File: src/rtl/conv33_linebuf.sv
`default_nettype none
// ============================================================================
// Module      : conv33_linebuf
// Description : Raster pixel stream to 3x3 window builder. Two line buffers
//               plus a 3x3 shift window; one complete window is handed to the
//               conv controller per LOAD_I handshake and held until the
//               controller asks again.
// Revision    : 1.0 - initial release
// ============================================================================
module conv33_linebuf #(
  parameter  int DATA_W = 8,
  parameter  int IMG_W  = 8,
  parameter  int IMG_H  = 8,
  localparam int CW     = $clog2(IMG_W),
  localparam int RW     = $clog2(IMG_H)
) (
  input  logic                clk,
  input  logic                rst,
  input  logic                pix_valid,
  input  logic [DATA_W-1:0]   pix_data,
  output logic                pix_ready,
  input  logic                inputbuf_read_en,
  output logic                input_ready,
  output logic [9*DATA_W-1:0] window,
  output logic [RW-1:0]       win_row,
  output logic [CW-1:0]       win_col,
  output logic                frame_done
);

  localparam logic [0:0]    c_fill     = 1'b0;
  localparam logic [0:0]    c_hold     = 1'b1;
  localparam logic [CW-1:0] c_col_last = CW'(IMG_W - 1);
  localparam logic [RW-1:0] c_row_last = RW'(IMG_H - 1);
  localparam logic [CW-1:0] c_col_two  = CW'(2);
  localparam logic [RW-1:0] c_row_two  = RW'(2);

  logic [0:0]        r_state;
  logic [0:0]        w_state_nxt;
  logic              r_rd_en_d;
  logic [CW-1:0]     r_col;
  logic [RW-1:0]     r_row;
  logic [DATA_W-1:0] r_lb0 [IMG_W];
  logic [DATA_W-1:0] r_lb1 [IMG_W];
  logic [DATA_W-1:0] r_win [9];

  logic w_accept;
  logic w_col_last;
  logic w_row_last;
  logic w_win_done;
  logic w_rd_rise;

  assign w_accept   = pix_valid & pix_ready;
  assign w_col_last = (r_col == c_col_last);
  assign w_row_last = (r_row == c_row_last);
  // Columns 0/1 of a row still hold the previous row's tail, so only col>=2 flags.
  assign w_win_done = w_accept & (r_row >= c_row_two) & (r_col >= c_col_two);
  assign w_rd_rise  = inputbuf_read_en & ~r_rd_en_d;

  // State register
  always_ff @(posedge clk or negedge rst) begin
    if (!rst) begin
      r_state <= c_fill;
    end else begin
      r_state <= w_state_nxt;
    end
  end

  // Next-state: park in HOLD after each window, resume on a new read request edge
  always_comb begin
    w_state_nxt = r_state;
    case (r_state)
      c_fill:  if (w_win_done) w_state_nxt = c_hold;
      c_hold:  if (w_rd_rise)  w_state_nxt = c_fill;
      default: w_state_nxt = c_fill;
    endcase
  end

  // Output decode: upstream may only push while filling and the controller is asking
  always_comb begin
    pix_ready = 1'b0;
    if (r_state == c_fill) pix_ready = inputbuf_read_en;
  end

  // Line-buffer storage; contents are overwritten before use so no reset is needed
  always_ff @(posedge clk) begin
    if (w_accept) begin
      r_lb1[r_col] <= r_lb0[r_col];
      r_lb0[r_col] <= pix_data;
    end
  end

  // Raster counters, shift window, window coordinates and status pulses
  always_ff @(posedge clk or negedge rst) begin
    if (!rst) begin
      r_rd_en_d   <= 1'b0;
      r_col       <= '0;
      r_row       <= '0;
      win_row     <= '0;
      win_col     <= '0;
      input_ready <= 1'b0;
      frame_done  <= 1'b0;
      for (int i = 0; i < 9; i++) r_win[i] <= '0;
    end else begin
      r_rd_en_d   <= inputbuf_read_en;
      input_ready <= w_win_done;
      frame_done  <= w_accept & w_col_last & w_row_last;
      if (w_accept) begin
        r_win[0] <= r_win[1];
        r_win[1] <= r_win[2];
        r_win[2] <= r_lb1[r_col];
        r_win[3] <= r_win[4];
        r_win[4] <= r_win[5];
        r_win[5] <= r_lb0[r_col];
        r_win[6] <= r_win[7];
        r_win[7] <= r_win[8];
        r_win[8] <= pix_data;
        if (w_col_last) begin
          r_col <= '0;
          r_row <= w_row_last ? '0 : r_row + 1'b1;
        end else begin
          r_col <= r_col + 1'b1;
        end
      end
      if (w_win_done) begin
        win_row <= r_row - c_row_two;
        win_col <= r_col - c_col_two;
      end
    end
  end

  for (genvar gi = 0; gi < 9; gi++) begin : g_win
    assign window[DATA_W*gi +: DATA_W] = r_win[gi];
  end

endmodule
`default_nettype wire
File: config.mk
export PLATFORM = sky130hd
export DESIGN_NAME = conv33_linebuf
export DESIGN_NICKNAME = d
export VERILOG_FILES = /design/src/rtl/conv33_linebuf.sv
export SDC_FILE = /design/constraint.sdc
export NUM_CORES = 1
export LEC_CHECK = 0
export CORE_MARGIN = 10
export CORE_UTILIZATION = 55
export DETAILED_ROUTE_END_ITERATION = 8
export GPL_TIMING_DRIVEN = 0
export MAX_ROUTING_LAYER = met4
export PLACE_DENSITY = 0.78
export SYNTH_ARGS = -nofsm -noshare
export SYNTH_HDL_FRONTEND = slang
export SYNTH_SLANG_ARGS = --single-unit
export TNS_END_PERCENT = 50
File: constraint.sdc
create_clock -name clk -period 4.8 [get_ports clk]
set_input_delay 0.96 -clock clk [delete_from_list [all_inputs] [get_ports clk]]
set_output_delay 0.96 -clock clk [all_outputs]
set_load 0.03 [all_outputs]
==> flow_summary.toml <==
[run]
cap_viol_max_count = 0

[clocking]
cts_tree = "built"
post_cts_hold_buffer_count = 0
cts_sinks = 216
clock_path_buffers = 3
cts_resized = 0
root_buffer_cell = "sky130_fd_sc_hd__clkbuf_16"
insertion_delay_ns = 0.49
clk_pin_slew_ns = 0.06
post_cts_buffers = 0
h_tree_level_count = 1
numCtsBuffers = 22

[finish]
fin_nets = 633
area_delta_synth_final_pct = 22.4
fraction_of_final_layout_cells_sized_beyond_drive_strength_1_pct = 23.3
multi_input_comb_area_mm2 = 0.00218
filler_cell_count = 996
antenna_cells_inserted = 0
layout.area.seq_mm2 = 0.00605
final_cell_area_mm2 = 0.0103

[route]
routed_via_density = 5.71
detail_route.wirelength_um = 18400
drc = 0
drtIter0Drc = 328
postRouteAntennaNets = 0
drt_pre_antenna_iters = 4
post_drt_wl_per_cell_um = 22.6
vias = 4649

[placed_design]
dp_hpwl_um = 11900
dpl_cell_area_mm2 = 0.00960
place.port_buffers = 92
gp_congestion = 0.807

[timing]
final.setup_skew_ns = 0.00847
slew_worst_pin_ns = 1.09
setup_viol = 0
finalWorstPathRequiredPeriod_ns = 3.32
layout_worst_path_cycle_share_pct = 69.3
finalMaxSlewViolations = 0
fin_hold_ws_ns = 0.435
final_hold_viol_count = 0
fmax_ghz = 0.301
max-slew-margin-rel_pct = 27.4
rsz0062_at_grt = "no"

[worst_setup_path]
worstPathRequired_ns = 3.84
cp_slowest_stage_delay_ns = 0.69
cp-start-kind = "input port"
slowest_cell_on_crit_path = "sky130_fd_sc_hd__clkdlybuf4s50_1"
worst-setup-path-type = "in2out"
cp_delay_by_family_top = "buffers and inverters"
critical_path.max_fanout = 5
cp_num_buf_inv = 2
worst_path_most_repeated_cell = "sky130_fd_sc_hd__clkdlybuf4s50_1"
cp_data_arrival_time_ns = 2.36
crit_path_cell_trace = "clkdlybuf4s50_1, nor2b_1, clkdlybuf4s50_1"
cp-end-kind = "primary output"

[synth]
synthDominantAreaCellType = "sky130_fd_sc_hd__edfxtp_1"
ys_top_cells_by_count = "128 x sky130_fd_sc_hd__edfxtp_1, 90 x sky130_fd_sc_hd__mux2_2, 88 x sky130_fd_sc_hd__dfrtp_1"
post_synth_fa_ha_maj_area_fraction_pct = 1.63
flip_flop_and_latch_count_after_synthesis = 216
synth_top_area_share_pct = 45.7
synth-async-reset-ratio_pct = 40.7
syn_area_mm2 = 0.00842
synth_fp_nets = 516
synth_compound_area_share_pct = 4.73
synth.area.mux_share_pct = 16.8
synth_cell_type_count = 28
synth_flop_cell = "sky130_fd_sc_hd__edfxtp_1"
synth_simple_gate_area_share_pct = 2.73
synth-xor-area-share_pct = 0
synth_most_common_cell = "sky130_fd_sc_hd__edfxtp_1"
combinational_family_with_the_most_area_after_synthesis = "multiplexers"
synth_enable_flop_cells = 128
gate_count_post_synth = 493
synth.yosys.seq_area_share_pct = 71.8
count_of_yosys_warnings_during_synthesis = 0
synth.avg_cell_area_um2 = 17.1
ranking_of_synthesized_cells_by_area = "sky130_fd_sc_hd__edfxtp_1 46%, sky130_fd_sc_hd__dfrtp_1 26%, sky130_fd_sc_hd__mux2_2 12%"

[floorplan]
chipHeight_um = 144
die_area_mm2 = 0.0207
core_rows = 45
initial_core_util_pct = 55.8
io_pins = 93
core_mm2 = 0.0151
chip_width_um = 144

[global_route]
grt_use_met1_pct = 22.6
grt_pass1_wl_um = 28500
antenna_found_initial = 0
grt_pass1_vias = 5088
grt_start_max_net_pins = 57
globalRouteMet2Util_pct = 31.9
grt_met3_use_pct = 2.71
track_usage_pct = 18.5
global_route.overflow_total = 0
global_route.peak_usage_layer = "met2"

[status]
run_status = "completed"

[power]
peakVddDrop_mv = 0.409
power_mw = 7.18
power.density_mw_per_mm2 = 697
static-leakage-power_nw = 4.03

[hold_path]
min-delay-path-class = "in2async"
## kinds of logic after synthesis
logic type | Yosys count
compound gates | 54
fa+ha+maj | 11
buf+inv | 36
flops | 216
mux | 128
simple gates | 48
## registers in the layout (all words and copies together), names as in the netlist
name and flops:
r_col 3, r_row 3, win_row 3, r_rd_en_d 1, r_lb0 64, r_state 1
r_lb1 64, win_col 3, input_ready 1, window 72, frame_done 1
## path summary, 6_finish.rpt
path                                startpoint  cells after the start  slack (ns)                     end
max                           inputbuf_read_en                      3        1.48               pix_ready
min                                        rst                      1        0.44  window[63]$_DFFE_PN0P_
max reg2reg                  r_state$_DFF_PN0_                      4        2.48   r_lb0[0][3]$_DFFE_PP_
min reg2reg                r_rd_en_d$_DFF_PN0_                      2        0.49       r_state$_DFF_PN0_
max in group asynchronous                  rst                      2        3.72  window[49]$_DFFE_PN0P_
min in group clk           r_rd_en_d$_DFF_PN0_                      2        0.49       r_state$_DFF_PN0_
## cells in the final DEF (no fill, tap or decap), types with 2 or more instances in the layout
| master | Yosys | layout |
|---|---|---|
| sky130_fd_sc_hd__nand2_1 | 20 | 20 |
| sky130_fd_sc_hd__clkdlybuf4s50_1 | 0 | 91 |
| sky130_fd_sc_hd__mux2_2 | 90 | 90 |
| sky130_fd_sc_hd__clkbuf_1 | 7 | 16 |
| sky130_fd_sc_hd__and3_1 | 9 | 9 |
| sky130_fd_sc_hd__mux2_4 | 4 | 4 |
| sky130_fd_sc_hd__edfxtp_1 | 128 | 128 |
| sky130_fd_sc_hd__nand2b_1 | 3 | 3 |
| sky130_fd_sc_hd__ha_1 | 11 | 11 |
| sky130_fd_sc_hd__buf_6 | 3 | 3 |
| sky130_fd_sc_hd__o22ai_1 | 16 | 16 |
| sky130_fd_sc_hd__inv_1 | 10 | 10 |
| sky130_fd_sc_hd__o21ai_0 | 4 | 4 |
| sky130_fd_sc_hd__nor2b_1 | 2 | 2 |
| sky130_fd_sc_hd__dfrtp_1 | 88 | 88 |
| sky130_fd_sc_hd__nor2_1 | 9 | 9 |
| sky130_fd_sc_hd__clkbuf_8 | 0 | 5 |
| sky130_fd_sc_hd__clkinv_2 | 0 | 2 |
| sky130_fd_sc_hd__a22o_1 | 16 | 16 |
| sky130_fd_sc_hd__mux2i_1 | 34 | 34 |
| sky130_fd_sc_hd__clkbuf_16 | 0 | 23 |
| sky130_fd_sc_hd__o31ai_1 | 16 | 16 |
| sky130_fd_sc_hd__buf_2 | 9 | 9 |
| sky130_fd_sc_hd__buf_4 | 6 | 7 |
## worst register-to-register path: cells and delay by family, from the launching register on
family | cells | cell delay (ns)
AND/OR/NAND/NOR | 3 | 1.22
flip-flops | 1 | 0.40
buffers and inverters | 1 | 0.29
## cell type report
class	count	area share, %
buffer	26	1.51
sequential	216	58.7
timing repair buffer	93	9.18
clock inverter	3	0.255
clock buffer	37	6.58
inverter	10	0.364
multi-input combinational	241	21.2
tap	188	2.28
## metrics by stage
step	worst slack, ns	utilization (%)	std cells	setup TNS (ns)
2_1_floorplan	2.07	-	493	0
3_3_place_gp	-0.485	63.4	773	-41.62
4_1_cts	1.48	68.3	814	0
3_5_place_dp	1.37	63.6	774	0
6_report	1.48	68.3	814	0
5_1_grt	1.40	68.3	814	0
## power by group
| group | internal, mW | total, mW | switching, mW |
|---|---|---|---|
| logic | 1.16 | 2.74 | 1.58 |
| clock network | 0.964 | 1.62 | 0.656 |
| registers | 2.54 | 2.82 | 0.274 |
| total | 4.67 | 7.18 | 2.51 |
## layer usage
layer	vias up	wire length (µm)	part of all wire [%]
met5	-	0	0
met4	0	343	1.9
met3	32	1180	6.4
met2	161	9580	52
met1	2366	7270	40
li1	2090	-	-
Note: power is estimated with default switching activity, not from simulation.
